File: src/rtl/uart_bist_engine.sv
// rtl/uart_bist_engine.sv - LFSR-driven UART loopback self-test with MISR signature compare
// Optional feature macro: UART_BIST_PARITY_EN (even parity bit after the data bits)
module uart_bist_engine #(
    parameter int                DATA_BITS  = 8,
    parameter int                LFSR_W     = 16,
    parameter logic [LFSR_W-1:0] LFSR_TAPS  = 16'hB400,
    parameter logic [LFSR_W-1:0] SEED       = 16'hACE1,
    parameter int                NUM_FRAMES = 32,
    parameter int                SIG_W      = 16,
    parameter logic [SIG_W-1:0]  SIG_POLY   = 16'h1021,
    parameter int                TIMEOUT    = 64
) (
    input  logic             clk,
    input  logic             rst,
    input  logic             tick,
    input  logic             start,
    input  logic [SIG_W-1:0] expected_sig,
    input  logic             rx_in,
    output logic             tx_out,
    output logic             busy,
    output logic             done,
    output logic             pass,
    output logic             timeout,
    output logic [7:0]       err_cnt,
    output logic [SIG_W-1:0] signature,
    output logic [15:0]      frame_cnt
);

`ifdef UART_BIST_PARITY_EN
    localparam int PAR_BITS = 1;
`else
    localparam int PAR_BITS = 0;
`endif
    localparam int FRAME_LEN = DATA_BITS + 3 + PAR_BITS;
    localparam int POS_W     = $clog2(FRAME_LEN);
    localparam int TO_W      = $clog2(TIMEOUT + 1);

    localparam logic [POS_W-1:0]     POS_LAST_DATA = POS_W'(DATA_BITS);
`ifdef UART_BIST_PARITY_EN
    localparam logic [POS_W-1:0]     POS_PARITY    = POS_W'(DATA_BITS + 1);
`endif
    localparam logic [POS_W-1:0]     POS_STOP      = POS_W'(DATA_BITS + 1 + PAR_BITS);
    localparam logic [POS_W-1:0]     POS_IDLE      = POS_W'(DATA_BITS + 2 + PAR_BITS);
    localparam logic [15:0]          NF            = 16'(NUM_FRAMES);
    localparam logic [TO_W-1:0]      TO_LAST       = TO_W'(TIMEOUT - 1);
    localparam logic [LFSR_W-1:0]    SEED_EFF      = (SEED == '0) ? LFSR_W'(1) : SEED;
    localparam logic [DATA_BITS-1:0] RX_MSB        = DATA_BITS'(1) << (DATA_BITS - 1);

    typedef enum logic [2:0] {S_IDLE, S_SEED, S_RUN, S_COMPARE, S_DONE} state_t;
    state_t state, state_next;

    logic [LFSR_W-1:0]    lfsr;
    logic [LFSR_W-1:0]    lfsr_next;
    logic [DATA_BITS-1:0] tx_shift;
    logic [POS_W-1:0]     tx_pos;
    logic [15:0]          tx_frames;
    logic                 rx_active;
    logic [POS_W-1:0]     rx_pos;
    logic [DATA_BITS-1:0] rx_shift;
    logic [TO_W-1:0]      to_cnt;
    logic [1:0]           err_inc;
    logic [8:0]           err_sum;
    logic [SIG_W-1:0]     sig_next;
`ifdef UART_BIST_PARITY_EN
    logic                 tx_par;
    logic                 par_err;
`endif

    assign lfsr_next = {lfsr[LFSR_W-2:0], ^(lfsr & LFSR_TAPS)};
    assign sig_next  = {signature[SIG_W-2:0], 1'b0} ^ (signature[SIG_W-1] ? SIG_POLY : '0)
                     ^ SIG_W'(rx_shift);

    // A frame can carry both a stop error and a parity error, so the increment is up to 2.
    always_comb begin
        err_inc = {1'b0, ~rx_in};
`ifdef UART_BIST_PARITY_EN
        err_inc = err_inc + {1'b0, par_err};
`endif
        err_sum = {1'b0, err_cnt} + {7'd0, err_inc};
    end

    always_ff @(posedge clk or negedge rst) begin
        if (!rst) begin
            state <= S_IDLE;
        end else begin
            state <= state_next;
        end
    end

    always_comb begin
        state_next = state;
        busy       = 1'b0;
        done       = 1'b0;
        case (state)
            S_IDLE:    if (start) state_next = S_SEED;
            S_SEED: begin
                busy       = 1'b1;
                state_next = S_RUN;
            end
            S_RUN: begin
                busy = 1'b1;
                if (frame_cnt == NF || timeout) state_next = S_COMPARE;
            end
            S_COMPARE: begin
                busy       = 1'b1;
                state_next = S_DONE;
            end
            S_DONE: begin
                done = 1'b1;
                if (start) state_next = S_SEED;
            end
            default:   state_next = S_IDLE;
        endcase
    end

    always_ff @(posedge clk or negedge rst) begin
        if (!rst) begin
            tx_out    <= 1'b1;
            pass      <= 1'b0;
            timeout   <= 1'b0;
            err_cnt   <= 8'd0;
            signature <= '0;
            frame_cnt <= 16'd0;
            lfsr      <= '0;
            tx_shift  <= '0;
            tx_pos    <= '0;
            tx_frames <= 16'd0;
            rx_active <= 1'b0;
            rx_pos    <= '0;
            rx_shift  <= '0;
            to_cnt    <= '0;
`ifdef UART_BIST_PARITY_EN
            tx_par    <= 1'b0;
            par_err   <= 1'b0;
`endif
        end else begin
            case (state)
                S_SEED: begin
                    tx_out    <= 1'b1;
                    pass      <= 1'b0;
                    timeout   <= 1'b0;
                    err_cnt   <= 8'd0;
                    signature <= '0;
                    frame_cnt <= 16'd0;
                    lfsr      <= SEED_EFF;
                    tx_pos    <= '0;
                    tx_frames <= 16'd0;
                    rx_active <= 1'b0;
                    rx_pos    <= '0;
                    to_cnt    <= '0;
`ifdef UART_BIST_PARITY_EN
                    par_err   <= 1'b0;
`endif
                end
                S_RUN: if (tick) begin
                    // Transmit: start, data LSB first, [parity], stop, one idle bit.
                    if (tx_frames != NF) begin
                        if (tx_pos == '0) begin
                            tx_out   <= 1'b0;
                            tx_shift <= lfsr[DATA_BITS-1:0];
`ifdef UART_BIST_PARITY_EN
                            tx_par   <= ^lfsr[DATA_BITS-1:0];
`endif
                        end else if (tx_pos <= POS_LAST_DATA) begin
                            tx_out   <= tx_shift[0];
                            tx_shift <= tx_shift >> 1;
                        end
`ifdef UART_BIST_PARITY_EN
                        else if (tx_pos == POS_PARITY) begin
                            tx_out <= tx_par;
                        end
`endif
                        else if (tx_pos == POS_STOP) begin
                            tx_out <= 1'b1;
                            lfsr   <= lfsr_next;
                        end else begin
                            tx_out <= 1'b1;
                        end
                        if (tx_pos == POS_IDLE) begin
                            tx_pos    <= '0;
                            tx_frames <= tx_frames + 16'd1;
                        end else begin
                            tx_pos <= tx_pos + 1'b1;
                        end
                    end else begin
                        tx_out <= 1'b1;
                    end

                    // Receive and compact; the idle-time counter only runs while frames remain.
                    if (!rx_active) begin
                        if (frame_cnt != NF) begin
                            if (!rx_in) begin
                                rx_active <= 1'b1;
                                rx_pos    <= POS_W'(1);
                                to_cnt    <= '0;
                            end else begin
                                if (to_cnt == TO_LAST) timeout <= 1'b1;
                                to_cnt <= to_cnt + 1'b1;
                            end
                        end
                    end else if (rx_pos <= POS_LAST_DATA) begin
                        rx_shift <= (rx_shift >> 1) | (rx_in ? RX_MSB : '0);
                        rx_pos   <= rx_pos + 1'b1;
                    end
`ifdef UART_BIST_PARITY_EN
                    else if (rx_pos == POS_PARITY) begin
                        par_err <= rx_in ^ (^rx_shift);
                        rx_pos  <= rx_pos + 1'b1;
                    end
`endif
                    else begin
                        err_cnt   <= err_sum[8] ? 8'hFF : err_sum[7:0];
                        signature <= sig_next;
                        frame_cnt <= frame_cnt + 16'd1;
                        rx_active <= 1'b0;
`ifdef UART_BIST_PARITY_EN
                        par_err   <= 1'b0;
`endif
                    end
                end
                S_COMPARE: pass <= (signature == expected_sig) && (err_cnt == 8'd0) && !timeout;
                default: ;
            endcase
        end
    end

endmodule

File: config.mk
export PLATFORM = sky130hd
export DESIGN_NAME = uart_bist_engine
export DESIGN_NICKNAME = d
export VERILOG_FILES = /design/src/rtl/uart_bist_engine.sv
export SDC_FILE = /design/constraint.sdc
export NUM_CORES = 1
export LEC_CHECK = 0
export CAP_MARGIN = 20
export CELL_PAD_IN_SITES_DETAIL_PLACEMENT = 0
export CELL_PAD_IN_SITES_GLOBAL_PLACEMENT = 2
export CORE_MARGIN = 4
export CORE_UTILIZATION = 39
export CTS_CLUSTER_DIAMETER = 80
export DETAILED_ROUTE_END_ITERATION = 7
export PLACE_DENSITY_LB_ADDON = 0.15
export SLEW_MARGIN = 30
export SYNTH_ARGS = -nofsm -noshare
export SYNTH_HDL_FRONTEND = slang
export SYNTH_SLANG_ARGS = --single-unit
export TNS_END_PERCENT = 50
File: constraint.sdc
create_clock -name clk -period 4.6 [get_ports clk]
set_input_delay 0.69 -clock clk [delete_from_list [all_inputs] [get_ports clk]]
set_output_delay 0.69 -clock clk [all_outputs]
set_load 0.1 [all_outputs]
* After elaboration in Yosys (flattened, before gate mapping)
Cells that the tools add are included.
W data, S select, Z words.
** Word-level totals
- Bits in latches :: 0
- Logic and storage cells :: 144
- Output and inout bits :: 45
- Input port bits :: 21
- Register bits after elaboration :: 110
- Bits in read-only memories :: 0
- RAM bits :: 0
- Memories :: 0
** Cells by class
- Bitwise gates (word level) :: 4
- Div/mod/pow operators :: 0
- Muxes and demuxes :: 65
- Magnitude comparators :: 2
- Equal/unequal tests :: 28
- Shift-type cells :: 0
- Add/sub/neg operators :: 6
- Reduce and logical (&&, ||, !) cells :: 24
- Multiply operators :: 0
** Operators by type and width (count)
- $mux W16 :: 14
- $pmux W16 S2 :: 4
- $mux W8 :: 7
- $add A16 B1 Y16 const B :: 2
- $mux W4 :: 8
- $ne A16 B6 Y1 const B :: 2
- $mux W7 :: 4
- $ne A2 B2 Y1 const B :: 13
- $reduce_and A4 Y1 :: 5
- $eq A16 B16 Y1 :: 1
- $eq A16 B6 Y1 const B :: 1
- $mux W1 :: 16
- $pmux W4 S2 :: 2
- $pmux W8 S2 :: 1
- $reduce_xor A16 Y1 :: 1
- $xor A16 B13 Y16 :: 1
- $xor A16 B8 Y16 :: 1
- $pmux W7 S2 :: 1
- $mux W13 :: 1
- $pmux W3 S4 :: 1
- $reduce_and A6 Y1 :: 2
- $add A8 B1 Y9 :: 1
- $ne A3 B3 Y1 const B :: 3
- $add A4 B1 Y4 const B :: 2
- other kinds (24) :: 35

* Depth between registers and ports, before layout
- Depth after elaboration :: 7
- Depth in mapped cells :: 10
- Gate-level depth less buffers :: 8

* Worst setup path after synthesis
Ideal clock, no wire load.
- Path type :: reg2out
- Start point :: register state[1]
- End point :: output busy
- Buffers on the path :: 1
- Required time :: 3.910 ns
- Setup slack :: 2.119 ns
- Stages on the path, launching flop included :: 4
- Arrival time :: 1.791 ns
- Cells stage by stage :: dfrtp_1 -> buf_2 -> nor2_1 -> nor2_1
** On the way
- Cells in the longest elaborated chain, start to end :: 3
- Elaborated cells between the ends (all ways) :: 5
- Classes of those cells :: 3 x eq/ne; 1 x mux; 1 x reduce/logical
** RTL lines
- start, declared :: line 50 : state_t state, state_next;
- start signal, assigned :: line 86 : state <= state_next;
- $eq A3 B2 Y1 / $eq A3 B1 Y1 (equally long branches) :: line 94 : case (state)
- $reduce_or A3 Y1 (no line) (*)
- $mux W1 (*) :: line 94
- end, declared :: line 20 : output logic busy,
Mark *: on every way between the ends. The rest lies on a longest branch, timed or not.

* Final worst setup path
- Start point :: register state[1]
- End point :: output done
** On the way
- Cells in the longest elaborated chain, start to end :: 2
** RTL lines
- $eq A3 B3 Y1 :: line 94
- $mux W1 :: line 94
- end, declared :: line 21 : output logic done,
No other way between the ends.

==> results.cfg <==
[status]
status = finished clean

[yosys]
synthAdderAreaFrac = 0.0196
syn_avg_cell_area_sq_um = 9.97
async_flop_share = 1.00
synth_xor_area_frac = 0.0809
syn-cell-area_sq_um = 5740
synth_seq_area_share = 0.480
synth_compound_area_frac = 0.121
synth.mux.area_fraction = 0.0438
synth_top_flop_cell = dfrtp_1
synth_simple_gate_area_frac = 0.217
ys_types = 60
synth_edf_count = 0
synth-warning-count = 0
ys_seq_elements = 110
synth.net_count = 605
synth_top_family_by_area = simple AND/OR/NAND/NOR gates
syn_inst = 575

[global_routing]
grt_first_pass_wirelength_um = 23700
track_usage = 0.177
antenna_found_initial = 0
grt_max_degree = 69
grt_pass1_vias = 4557
overflow = 0

[worst_setup_path]
cp.arrival_ps = 2290
critical_path.cell_chain = nor2_1, nand2_1, inv_1, clkdlybuf4s50_1
setup.worst_path.class = reg2out
cp_slowest_cell = clkdlybuf4s50_1
r2r_slack_ps = 1800
worstSetupStartpoint = state[1]$_DFFE_PN0P_
r2r-end = err_cnt[4]$_DFFE_PN0P_
path_depth = 4
endpoint = done
end_kind = output pin
cpPeakStageDelay_ps = 1120
path_buf_inv = 2
reg2regPathDepth = 6
start_kind = flop
crit_fanout = 8
required_ps = 3910
regToRegStartpoint = state[1]$_DFFE_PN0P_
cp_top_family = buffers and inverters

[clocking]
cts_setup_buffers = 0
htreeDepth = 3
cts_tree = yes
clock_latency_ps = 360
holdBufCountCts = 0
root_buffer = clkbuf_16
path_clk_slew_ps = 70
clk_path_buf_depth = 2
cts_inserted_buffers = 9
postCtsResizedCells = 0
cts_num_sinks = 110

[placement]
portBuffers = 65
dp_slack_ps = 1630
hpwl_um = 9640
routabilityCongestion = 0.805
postPlaceCellArea_sq_um = 6530

[sta]
slew_violations = 0
setup_slack_ps = 1620
min_period_ps = 2980
fmax_ghz = 0.336
setup_tns_ps = 0
finalSetupViolations = 0
worst_slew_pin_slew_ps = 1010
rsz0062_at_grt = no
period_share = 0.647
finClkSkew_ps = 11.1
hold_violations = 0
whs_ps = 331
relSlewSlack = 0.326

[cells_and_area]
area_growth_syn_to_layout_pct = 19.0
num_antenna_cells = 0
final_layout_size_suffix_gt1_frac = 0.0818
stdcell_area_sq_um = 6830
nNetsFinal = 661

[routing]
wirelength_um = 13900
via_per_inst = 5.43
wl_per_cell_um = 16.9
vias = 4453
drt-initial-drc-count = 223
drc_errors = 0
ant_nets = 0
detail_route.first_pass.iterations = 4

[pwr]
powerDensity_nw_per_um2 = 468
power.share.sequential = 0.374
switching_share = 0.426
power_frac_clock = 0.253
internal_power_mw = 1.83
ir_worst_vdd_uv = 319
p_switching_mw = 1.36
power_leakage_nw = 2.93
p_comb_frac = 0.373

[die]
die_w_um = 129
start_util = 0.396
die_area_sq_um = 16700
io-pin-count = 66
die_y_um = 129
core_area_sq_um = 14500
core.rowCount = 44

[min_path]
hold_class = in2async

[job]
max-cap-violations = 0
## cell usage after synthesis (7+ instances only)
| master | instances | area (sq um) |
|---|---|---|
| inv_1 | 18 | 67.6 |
| buf_2 | 10 | 50.1 |
| a22o_1 | 10 | 87.6 |
| xnor2_1 | 31 | 272 |
| xor2_1 | 22 | 193 |
| a21oi_1 | 17 | 85.1 |
| mux2i_1 | 15 | 150 |
| and3_1 | 8 | 50.1 |
| nand2_1 | 69 | 259 |
| nand4_1 | 9 | 56.3 |
| nand3_1 | 35 | 175 |
| o31ai_1 | 14 | 105 |
| nor2_1 | 43 | 161 |
| dfrtp_1 | 109 | 2730 |
| o21ai_0 | 33 | 165 |
| nor4_1 | 17 | 106 |
| mux2_2 | 9 | 101 |
| clkbuf_1 | 10 | 37.5 |
| nor3_1 | 7 | 35.0 |
| ha_1 | 9 | 113 |
## final cells by class
type	instances	area (sq um)
Fill cell	1388	7650
Multi-Input combinational cell	419	2770
Sequential cell	110	2750
Timing Repair Buffer	73	707
Tap cell	184	230
Clock buffer	10	229
Clock inverter	6	71.3
Inverter	18	67.6
## state kept, by name, indices dropped and copies added, names as in the netlist
| register | flops |
|---|---|
| tx_pos | 4 |
| tx_shift | 8 |
| lfsr | 16 |
| rx_active | 1 |
| tx_frames | 16 |
| signature | 16 |
| timeout | 1 |
| tx_out | 1 |
| state | 3 |
| err_cnt | 8 |
| rx_shift | 8 |
| frame_cnt | 16 |
| to_cnt | 7 |
| pass | 1 |
| rx_pos | 4 |
## kinds of logic after synthesis
kind of cell	Yosys count
AO/OA/AOI/OAI	100
XOR/XNOR	53
adder cells (fa/ha/maj)	9
buffers and inverters	46
flip-flops	110
multiplexers	24
AND/OR/NAND/NOR	233
## per-layer routing
| layer | GRT usage | wire length [um] | vias to the layer above | part of all wire |
|---|---|---|---|---|
| met2 | 0.280 | 6450 | 76 | 0.46 |
| met5 | 0 | 0 | - | 0 |
| met1 | 0.242 | 6670 | 2201 | 0.48 |
| met4 | 0.0469 | 151 | 0 | 0.011 |
| li1 | - | - | 2167 | - |
| met3 | 0.0458 | 630 | 9 | 0.045 |
## worst min-delay path by stage
stage | end | slack (ps) | cells after the start
finish | tx_shift[1]$_DFFE_PN0P_ | 330 | 1
global route | tx_shift[1]$_DFFE_PN0P_ | 390 | 1
floorplan | err_cnt[0]$_DFFE_PN0P_ | 390 | 0
detailed placement | tx_shift[0]$_DFFE_PN0P_ | 470 | 2
global placement | tx_shift[6]$_DFFE_PN0P_ | 460 | 2
CTS | tx_shift[0]$_DFFE_PN0P_ | 490 | 2
## stage by stage
step / total power, mW / cells / utilization
finish: 3.19 / 820 / 0.471
global route: 3.40 / 820 / 0.471
CTS: 3.24 / 820 / 0.471
detailed placement: 2.42 / 804 / 0.451
global placement: 2.41 / 804 / 0.451
floorplan: 2.13 / 575 / -
## layout by cell type (no fill, tap or decap), types with 6 or more instances in the layout
master           instances
nor4_2                   6
nor2_1                  43
o21ai_0                 33
a22o_1                  10
and3_1                   8
nand4_1                  9
clkdlybuf4s50_1         63
clkbuf_16                9
nand3_1                 35
o31ai_1                 14
ha_1                     9
a21oi_1                 17
mux2_2                   9
nor3_1                   7
inv_1                   18
mux2i_1                 15
dfrtp_1                109
nor4_1                  17
xnor2_1                 31
nand2_1                 69
buf_4                    8
xor2_1                  22
## worst reg2reg max path: stages (launching register included)
cell,delay [ps]
dfrtp_1,500
or3b_2,750
a31oi_4,580
nand2b_1,180
buf_4,360
nor2_1,110
o22a_1,210
## power groups by stage
stage	clock network, mW	logic, mW	registers [mW]
2_1_floorplan	0	0.786	1.34
3_3_place_gp	0	1.20	1.21
3_5_place_dp	0	1.21	1.21
4_1_cts	0.833	1.21	1.20
5_1_grt	0.872	1.31	1.21
6_report	0.808	1.19	1.19
Note: power is estimated with default switching activity, not from simulation.
